--- src/rtl/cpu_bus_arbiter_pkg.sv ---
// Shared constants for the CPU bus arbiter: state encodings, master ids and
// the arbitration helper used by the top-level FSM.
package cpu_bus_arbiter_pkg;

  localparam logic [1:0] ARB_IDLE    = 2'd0;
  localparam logic [1:0] ARB_GRANT_I = 2'd1;
  localparam logic [1:0] ARB_GRANT_D = 2'd2;

  localparam logic ARB_MASTER_I = 1'b0;
  localparam logic ARB_MASTER_D = 1'b1;

  typedef enum logic [1:0] {
    ST_IDLE    = ARB_IDLE,
    ST_GRANT_I = ARB_GRANT_I,
    ST_GRANT_D = ARB_GRANT_D
  } arb_state_t;

  // Returns 1 when the data master should be granted this cycle.
  // A lone requester always wins; on a tie, round-robin picks the master
  // not served last, otherwise data has fixed priority.
  function automatic logic choose_data(input logic ibus_req,
                                       input logic dbus_req,
                                       input logic last_grant,
                                       input logic round_robin);
    if (ibus_req && dbus_req) begin
      return round_robin ? (last_grant == ARB_MASTER_I) : 1'b1;
    end
    return dbus_req;
  endfunction

endpackage

--- src/rtl/cpu_bus_arbiter_timeout_counter.sv ---
// Wait-cycle counter for a granted transfer. Cleared while no grant is
// active, counts grant cycles, and flags expiry on the last allowed cycle.
module cpu_bus_timeout_counter #(
  parameter int TIMEOUT_CYCLES = 4
) (
  input  logic clock,
  input  logic reset_n,
  input  logic clear,
  input  logic enable,
  output logic expired
);

  localparam int W = $clog2(TIMEOUT_CYCLES + 1);
  localparam logic [W-1:0] LAST_COUNT = W'(TIMEOUT_CYCLES - 1);

  logic [W-1:0] count_reg;

  // Count grant cycles; saturate at the expiry value so it never wraps.
  always_ff @(posedge clock or negedge reset_n) begin
    if (!reset_n) begin
      count_reg <= '0;
    end else if (clear) begin
      count_reg <= '0;
    end else if (enable && !expired) begin
      count_reg <= count_reg + 1'b1;
    end
  end

  assign expired = enable && (count_reg == LAST_COUNT);

endmodule

--- src/rtl/cpu_bus_arbiter.sv ---
// Merges the CPU instruction and data buses onto one system memory bus.
// One master is granted at a time and keeps the grant until i_bus_ready
// (or the optional wait timeout). Data wins ties unless the build defines
// CPU_BUS_ARBITER_ROUND_ROBIN_EN, which alternates on simultaneous requests.
module cpu_bus_arbiter
  import cpu_bus_arbiter_pkg::*;
#(
  parameter int TIMEOUT_CYCLES = 0
) (
  input  logic        i_clock,
  input  logic        i_reset_n,
  input  logic        i_ibus_request,
  output logic        o_ibus_ready,
  input  logic [31:0] i_ibus_address,
  output logic [31:0] o_ibus_rdata,
  input  logic        i_dbus_rw,
  input  logic        i_dbus_request,
  output logic        o_dbus_ready,
  input  logic [31:0] i_dbus_address,
  output logic [31:0] o_dbus_rdata,
  input  logic [31:0] i_dbus_wdata,
  output logic        o_bus_rw,
  output logic        o_bus_request,
  input  logic        i_bus_ready,
  output logic [31:0] o_bus_address,
  input  logic [31:0] i_bus_rdata,
  output logic [31:0] o_bus_wdata,
  output logic        o_timeout
);

  arb_state_t  state_reg, state_next;
  logic        bus_request_reg, bus_request_next;
  logic        bus_rw_reg, bus_rw_next;
  logic [31:0] bus_address_reg, bus_address_next;
  logic [31:0] bus_wdata_reg, bus_wdata_next;
  logic        timeout_reg, timeout_next;

  logic granted;
  logic timeout_hit;
  logic timeout_forced;
  logic transfer_done;
  logic grant_data;

  assign granted        = (state_reg != ST_IDLE);
  assign timeout_forced = granted && timeout_hit && !i_bus_ready;
  assign transfer_done  = granted && (i_bus_ready || timeout_hit);

  generate
    if (TIMEOUT_CYCLES > 0) begin : g_timeout
      logic expired;
      cpu_bus_timeout_counter #(
        .TIMEOUT_CYCLES(TIMEOUT_CYCLES)
      ) u_timeout_counter (
        .clock   (i_clock),
        .reset_n (i_reset_n),
        .clear   (!granted),
        .enable  (granted),
        .expired (expired)
      );
      assign timeout_hit = expired;
    end else begin : g_no_timeout
      assign timeout_hit = 1'b0;
    end
  endgenerate

`ifdef CPU_BUS_ARBITER_ROUND_ROBIN_EN
  logic last_grant_reg, last_grant_next;

  // Remember which master was served last so ties alternate.
  always_ff @(posedge i_clock or negedge i_reset_n) begin
    if (!i_reset_n) begin
      last_grant_reg <= ARB_MASTER_I;
    end else begin
      last_grant_reg <= last_grant_next;
    end
  end

  assign grant_data = choose_data(i_ibus_request, i_dbus_request, last_grant_reg, 1'b1);
`else
  assign grant_data = choose_data(i_ibus_request, i_dbus_request, ARB_MASTER_I, 1'b0);
`endif

  // State and registered bus-side outputs; reset drops the request at once.
  always_ff @(posedge i_clock or negedge i_reset_n) begin
    if (!i_reset_n) begin
      state_reg       <= ST_IDLE;
      bus_request_reg <= 1'b0;
      bus_rw_reg      <= 1'b0;
      bus_address_reg <= '0;
      bus_wdata_reg   <= '0;
      timeout_reg     <= 1'b0;
    end else begin
      state_reg       <= state_next;
      bus_request_reg <= bus_request_next;
      bus_rw_reg      <= bus_rw_next;
      bus_address_reg <= bus_address_next;
      bus_wdata_reg   <= bus_wdata_next;
      timeout_reg     <= timeout_next;
    end
  end

  // Arbitrate in IDLE, latch the winner's transfer, and hold it until done.
  always_comb begin
    state_next       = state_reg;
    bus_rw_next      = bus_rw_reg;
    bus_address_next = bus_address_reg;
    bus_wdata_next   = bus_wdata_reg;
    timeout_next     = timeout_reg;
`ifdef CPU_BUS_ARBITER_ROUND_ROBIN_EN
    last_grant_next  = last_grant_reg;
`endif
    case (state_reg)
      ST_IDLE: begin
        if (grant_data) begin
          state_next       = ST_GRANT_D;
          bus_rw_next      = i_dbus_rw;
          bus_address_next = i_dbus_address;
          bus_wdata_next   = i_dbus_wdata;
`ifdef CPU_BUS_ARBITER_ROUND_ROBIN_EN
          last_grant_next  = ARB_MASTER_D;
`endif
        end else if (i_ibus_request) begin
          state_next       = ST_GRANT_I;
          bus_rw_next      = 1'b0;
          bus_address_next = i_ibus_address;
          bus_wdata_next   = '0;
`ifdef CPU_BUS_ARBITER_ROUND_ROBIN_EN
          last_grant_next  = ARB_MASTER_I;
`endif
        end
      end
      ST_GRANT_I, ST_GRANT_D: begin
        if (transfer_done) begin
          state_next = ST_IDLE;
        end
        if (timeout_forced) begin
          timeout_next = 1'b1;
        end
      end
      default: begin
        state_next = ST_IDLE;
      end
    endcase
    bus_request_next = (state_next != ST_IDLE);
  end

  // Route completion and read data back to the granted master only.
  always_comb begin
    o_ibus_ready = 1'b0;
    o_dbus_ready = 1'b0;
    o_ibus_rdata = '0;
    o_dbus_rdata = '0;
    if (state_reg == ST_GRANT_I) begin
      o_ibus_ready = transfer_done;
      o_ibus_rdata = timeout_forced ? 32'd0 : i_bus_rdata;
    end else if (state_reg == ST_GRANT_D) begin
      o_dbus_ready = transfer_done;
      o_dbus_rdata = timeout_forced ? 32'd0 : i_bus_rdata;
    end
  end

  assign o_bus_request = bus_request_reg;
  assign o_bus_rw      = bus_rw_reg;
  assign o_bus_address = bus_address_reg;
  assign o_bus_wdata   = bus_wdata_reg;
  assign o_timeout     = timeout_reg;

endmodule

--- config.mk ---
export PLATFORM = sky130hd
export DESIGN_NAME = cpu_bus_arbiter
export DESIGN_NICKNAME = d
export VERILOG_FILES = /design/src/rtl/cpu_bus_arbiter_pkg.sv /design/src/rtl/cpu_bus_arbiter_timeout_counter.sv /design/src/rtl/cpu_bus_arbiter.sv
export SDC_FILE = /design/constraint.sdc
export NUM_CORES = 1
export LEC_CHECK = 0
export CAP_MARGIN = 5
export CORE_MARGIN = 5
export CORE_UTILIZATION = 31
export CTS_CLUSTER_SIZE = 16
export DETAILED_ROUTE_END_ITERATION = 12
export PLACE_DENSITY_LB_ADDON = 0.2
export SLEW_MARGIN = 20
export SYNTH_ARGS = -nofsm -noshare
export SYNTH_HDL_FRONTEND = slang
export SYNTH_SLANG_ARGS = --single-unit
--- constraint.sdc ---
create_clock -name i_clock -period 1.8 [get_ports i_clock]
set_clock_uncertainty 0.2 [all_clocks]
set_input_delay 0.18 -clock i_clock [delete_from_list [all_inputs] [get_ports i_clock]]
set_output_delay 0.18 -clock i_clock [all_outputs]
set_load 0.005 [all_outputs]
==> Yosys cells after proc, flatten, opt, wreduce, memory -nomap -nowiden <==
Index checks and enable logic that the tools add are counted.
{ "word_totals": {"reg_bits": 68, "inputBits": 134, "output_inout_bits": 133, "word_cells": 34} }
{ "classes": {"eq_ne": 2, "n_mux": 19, "n_reduce_logical": 8} }
{ "op_table": {"columns": ["operator", "n"], "rows": [
  ["$mux W32", 7],
  ["$mux W1", 8],
  ["$mux W2", 3],
  ["$reduce_bool A2 Y1", 3],
  ["$pmux W2 S2", 1],
  ["$eq A2 B1 Y1 const B", 1],
  ["$eq A2 B2 Y1 const B", 1],
  ["$logic_and A1 B1 Y1", 2],
  ["$logic_not A2 Y1", 1],
  ["$reduce_and A2 Y1", 1],
  ["$reduce_or A2 Y1", 1]
]} }

==> Longest topological paths before layout <==
{ "depth": {"word_depth": 6, "ltp_mapped": 7, "depth_no_buf": 5} }

==> Worst setup path after synthesis <==
No wires, ideal clock.
{ "synth_timing": {"kind": "flip-flop to flip-flop", "startpoint": "register state_reg[0]", "endpoint": "register bus_wdata_reg[10], in the netlist o_bus_wdata[10]", "setup_time_ns": 0.121, "arrival_time_ns": 1.323, "setup_slack_ns": 0.156, "stages_incl_launch_ff": 7, "path_buffers": 2, "synth_period_minus_slack_ns": 1.644, "path_cell_list": "dfrtp_1 inv_1 ha_1 and2_1 buf_6 buf_6 a22o_1"} }
{ "synth_via": {"elab_chain_len": 2} }
{ "synth_rtl": {"columns": ["item", "line", "source"], "rows": [
  ["start: declaration", "cpu_bus_arbiter.sv:31", "arb_state_t state_reg, state_next;"],
  ["start signal: assignment", "cpu_bus_arbiter.sv:93", "state_reg <= state_next;"],
  ["$logic_not A2 Y1", "cpu_bus_arbiter.sv:112", "case (state_reg)"],
  ["$reduce_and A2 Y1 (no line)", null, null],
  ["end signal: assignment", "cpu_bus_arbiter.sv:97", "bus_wdata_reg <= bus_wdata_next;"],
  ["end: declaration", "cpu_bus_arbiter.sv:35", "logic [31:0] bus_wdata_reg, bus_wdata_next;"]
]} }
No other way between the ends.
A chain may end at the register's enable or synchronous reset.

==> Worst setup path after layout <==
{ "layout_timing": {"startpoint": "register state_reg[0]", "endpoint": "output o_dbus_rdata[31]"} }
{ "layout_via": {"elab_chain_len": 3, "elab_cells_between_ends": 4} }
{ "layout_rtl": {"columns": ["item", "line", "source"], "rows": [
  ["$eq A2 B2 Y1", null, null],
  ["$mux W32", "cpu_bus_arbiter.sv:156", "end else if (state_reg == ST_GRANT_D) begin"],
  ["$mux W32 (*)", "cpu_bus_arbiter.sv:153", "if (state_reg == ST_GRANT_I) begin"],
  ["end: declaration", "cpu_bus_arbiter.sv:20", "output logic [31:0] o_dbus_rdata,"]
]} }
Mark *: on every way between the ends. The rest lies on a longest branch, timed or not.

==> results.cfg <==
[synthesis]
netlist_instances = 310
syn_area_per_cell_sq_um = 11.45
async_flop_share_pct = 100.0
ys_ff_latch = 68
synth.most_common_cell = dfrtp_1
synth.distinct_cells = 25
synthFlopType = dfrtp_1
synth_area_sq_um = 3548
synth_edf_count = 0
yosys-top-cells-count = dfrtp_1, and2_1, a22o_1
netlist.area_leader.share_pct = 47.95
synth_area_leader_cell = dfrtp_1
synth_nets = 448
ys_seq_area_share_pct = 47.95
synth.yosys.warnings = 0
yosys-top-cells-area = dfrtp_1, and2_1, mux2i_1

[floorplanning]
die_w_microns = 117.0
initial_core_util_pct = 31.34
rows = 39
die_area_sq_um = 13690
die_h_microns = 117.0
top_level_ports = 267
coreArea_sq_um = 11320

[cts]
cts_buffers = 9
cts_sinks = 68
cts_root_buf = clkbuf_16
clk_pin_slew_ns = 0.05
insertion_delay_ns = 0.31
clockBufferDepth = 2
cts_tree = done
htreeDepth = 3

[final_layout]
area_growth_pct = 105.7
fin_area_sq_um = 7301
final_nets = 753
drive_gt1_share_pct = 39.19
diodes = 0
final_util_pct = 64.49

[critical_path]
startpoint_type = register
crit_slowest_cell = dfrtp_1
crit_arrival_ns = 1.70
crit_chain = ha_4 > buf_6 > nor2b_4 > buf_6 > buf_12 > and2_1 > buf_2
max_stage_delay_ns = 0.43
crit_type = reg -> out
end_kind = output port
cp_max_fo = 9
worst_path_most_repeated_cell = buf_6
cp.required_ns = 1.42

[timing]
fmax_mhz = 481.6
fin_tns_setup_ns = -15.19
setup_viol = 114
hold_viol = 0
period_minus_slack_ns = 2.076
rsz0062_at_grt = yes
maxSlewViolCount = 0
setup_ws_ns = -0.2762
min_period_over_period_pct = 115.3

[status]
violations = setup timing
status = finished, violations left

[placement]
hpwl_microns = 9495
gp_congestion = 0.7113
place_area_sq_um = 6415
port_buffers = 265

[routing]
drt_wl_total_microns = 13430
drc = 0
antenna_left = 0
wire_per_inst_microns = 17.60
post_drt_via_cell_ratio = 4.588
first_pass_iters = 4
drt-initial-drc-count = 112
vias = 3501

[hold_path]
hold_path.class = in -> reg

[power]
powerDensity_nw_per_um2 = 1475
peakVddDrop_v = 0.0007485
power_w = 0.01077
leakage_nw = 3.366

[job]
cap_violations = 0

[global_routing]
grt_max_degree = 69
grt.total_usage_pct = 17.43
grt_antenna_before_repair = 0
grt_pass1_wl_microns = 18470
grt-ovfl-total = 0
grt_pass1_vias = 3590
-- worst paths after layout --
path / from / end / slack, ns / cells after the start
min in group asynchronous: i_reset_n / o_bus_address[15]$_DFFE_PN0P_ / 0.22 / 3
worst max register to register: state_reg[0]$_DFF_PN0_ / o_bus_wdata[28]$_DFFE_PN0P_ / -0.10 / 8
worst min register to register: o_bus_address[17]$_DFFE_PN0P_ / o_bus_address[17]$_DFFE_PN0P_ / 0.28 / 2
worst min-delay path: i_dbus_request / state_reg[1]$_DFF_PN0_ / 0.21 / 4
worst max-delay path: state_reg[0]$_DFF_PN0_ / o_dbus_rdata[31] / -0.28 / 7
max in group asynchronous: i_reset_n / state_reg[1]$_DFF_PN0_ / 0.88 / 3
-- layout by cell type, fill, tap and decap left out, types with 2 or more instances in the layout --
cell               n
and2_1            35
buf_6             37
clkbuf_8           2
clkinvlp_4         2
o21ai_2           30
inv_1              2
nand2_4            6
inv_2              2
a22o_1            33
nand2_1            2
bufinv_16          2
clkdlybuf4s50_1  197
mux2i_1           32
o21ai_1            2
buf_2             33
clkbuf_2           9
clkbuf_16         17
nand2_2           24
dfrtp_1           68
buf_4             20
buf_12             9
buf_16             2
and2_4            32
buf_8              3
ha_4               2
-- critical path: cells and delay by family, from the launching register on --
kind          cells  cell delay [ns]
simple gates      2             0.26
fa+ha+maj         1             0.20
flops             1             0.43
buf+inv           4             0.49
-- power breakdown --
group	switching (W)	leakage, nW	internal (W)	total, W
Combinational	0.00229	2.36	0.00384	0.00613
Clock	0.000640	0.158	0.00129	0.00193
Sequential	0.000476	0.848	0.00223	0.00271
Total	0.00341	3.37	0.00736	0.0108
-- layer usage --
layer / wire length [microns] / vias to the layer above / track usage, % / part of all wire (%)
met4: 163 / 0 / 5.887 / 1.2
met5: 0 / - / 0 / 0
li1: - / 1677 / - / -
met3: 1329 / 10 / 6.272 / 9.9
met2: 7034 / 166 / 31.32 / 52
met1: 4902 / 1648 / 19.02 / 37
-- repair_timing --
item,CTS,global route
hold buffers,1,0
buffers inserted,11,13
cloned,6,9
pin swaps,10,37
resized for setup,270,95
hold endpoints to repair,68,0
setup endpoints to repair,99,108
-- cell type report --
type	instances	area, sq um
Multi-Input combinational cell	213	1829
Clock buffer	11	252.7
Inverter	4	15.01
Clock inverter	5	83.83
Tap cell	143	178.9
Timing Repair Buffer	319	3239
Fill cell	913	4020
Sequential cell	68	1702
-- cell families (layout without fill, tap and decap cells) --
logic type	after synthesis	in the layout	share of synthesized area, %
AND/OR/NAND/NOR	105	105	18.27
AO/OA/AOI/OAI	71	71	17.03
flip-flops	68	68	47.95
multiplexers	32	32	9.027
buffers and inverters	29	339	6.206
adder cells (fa/ha/maj)	4	4	1.410
other	1	1	0.1057
-- through the flow --
stage / worst slack, ns / instances / hold WS [ns]
floorplan: 0.1558 / 310 / -0.3156
CTS: -0.2351 / 746 / 0.1802
global placement: -0.2215 / 712 / 0.02300
detailed placement: -0.2333 / 712 / 0.02927
finish: -0.2762 / 763 / 0.2144
global route: -0.3350 / 763 / 0.2581
(Power assumes the default switching activity.)
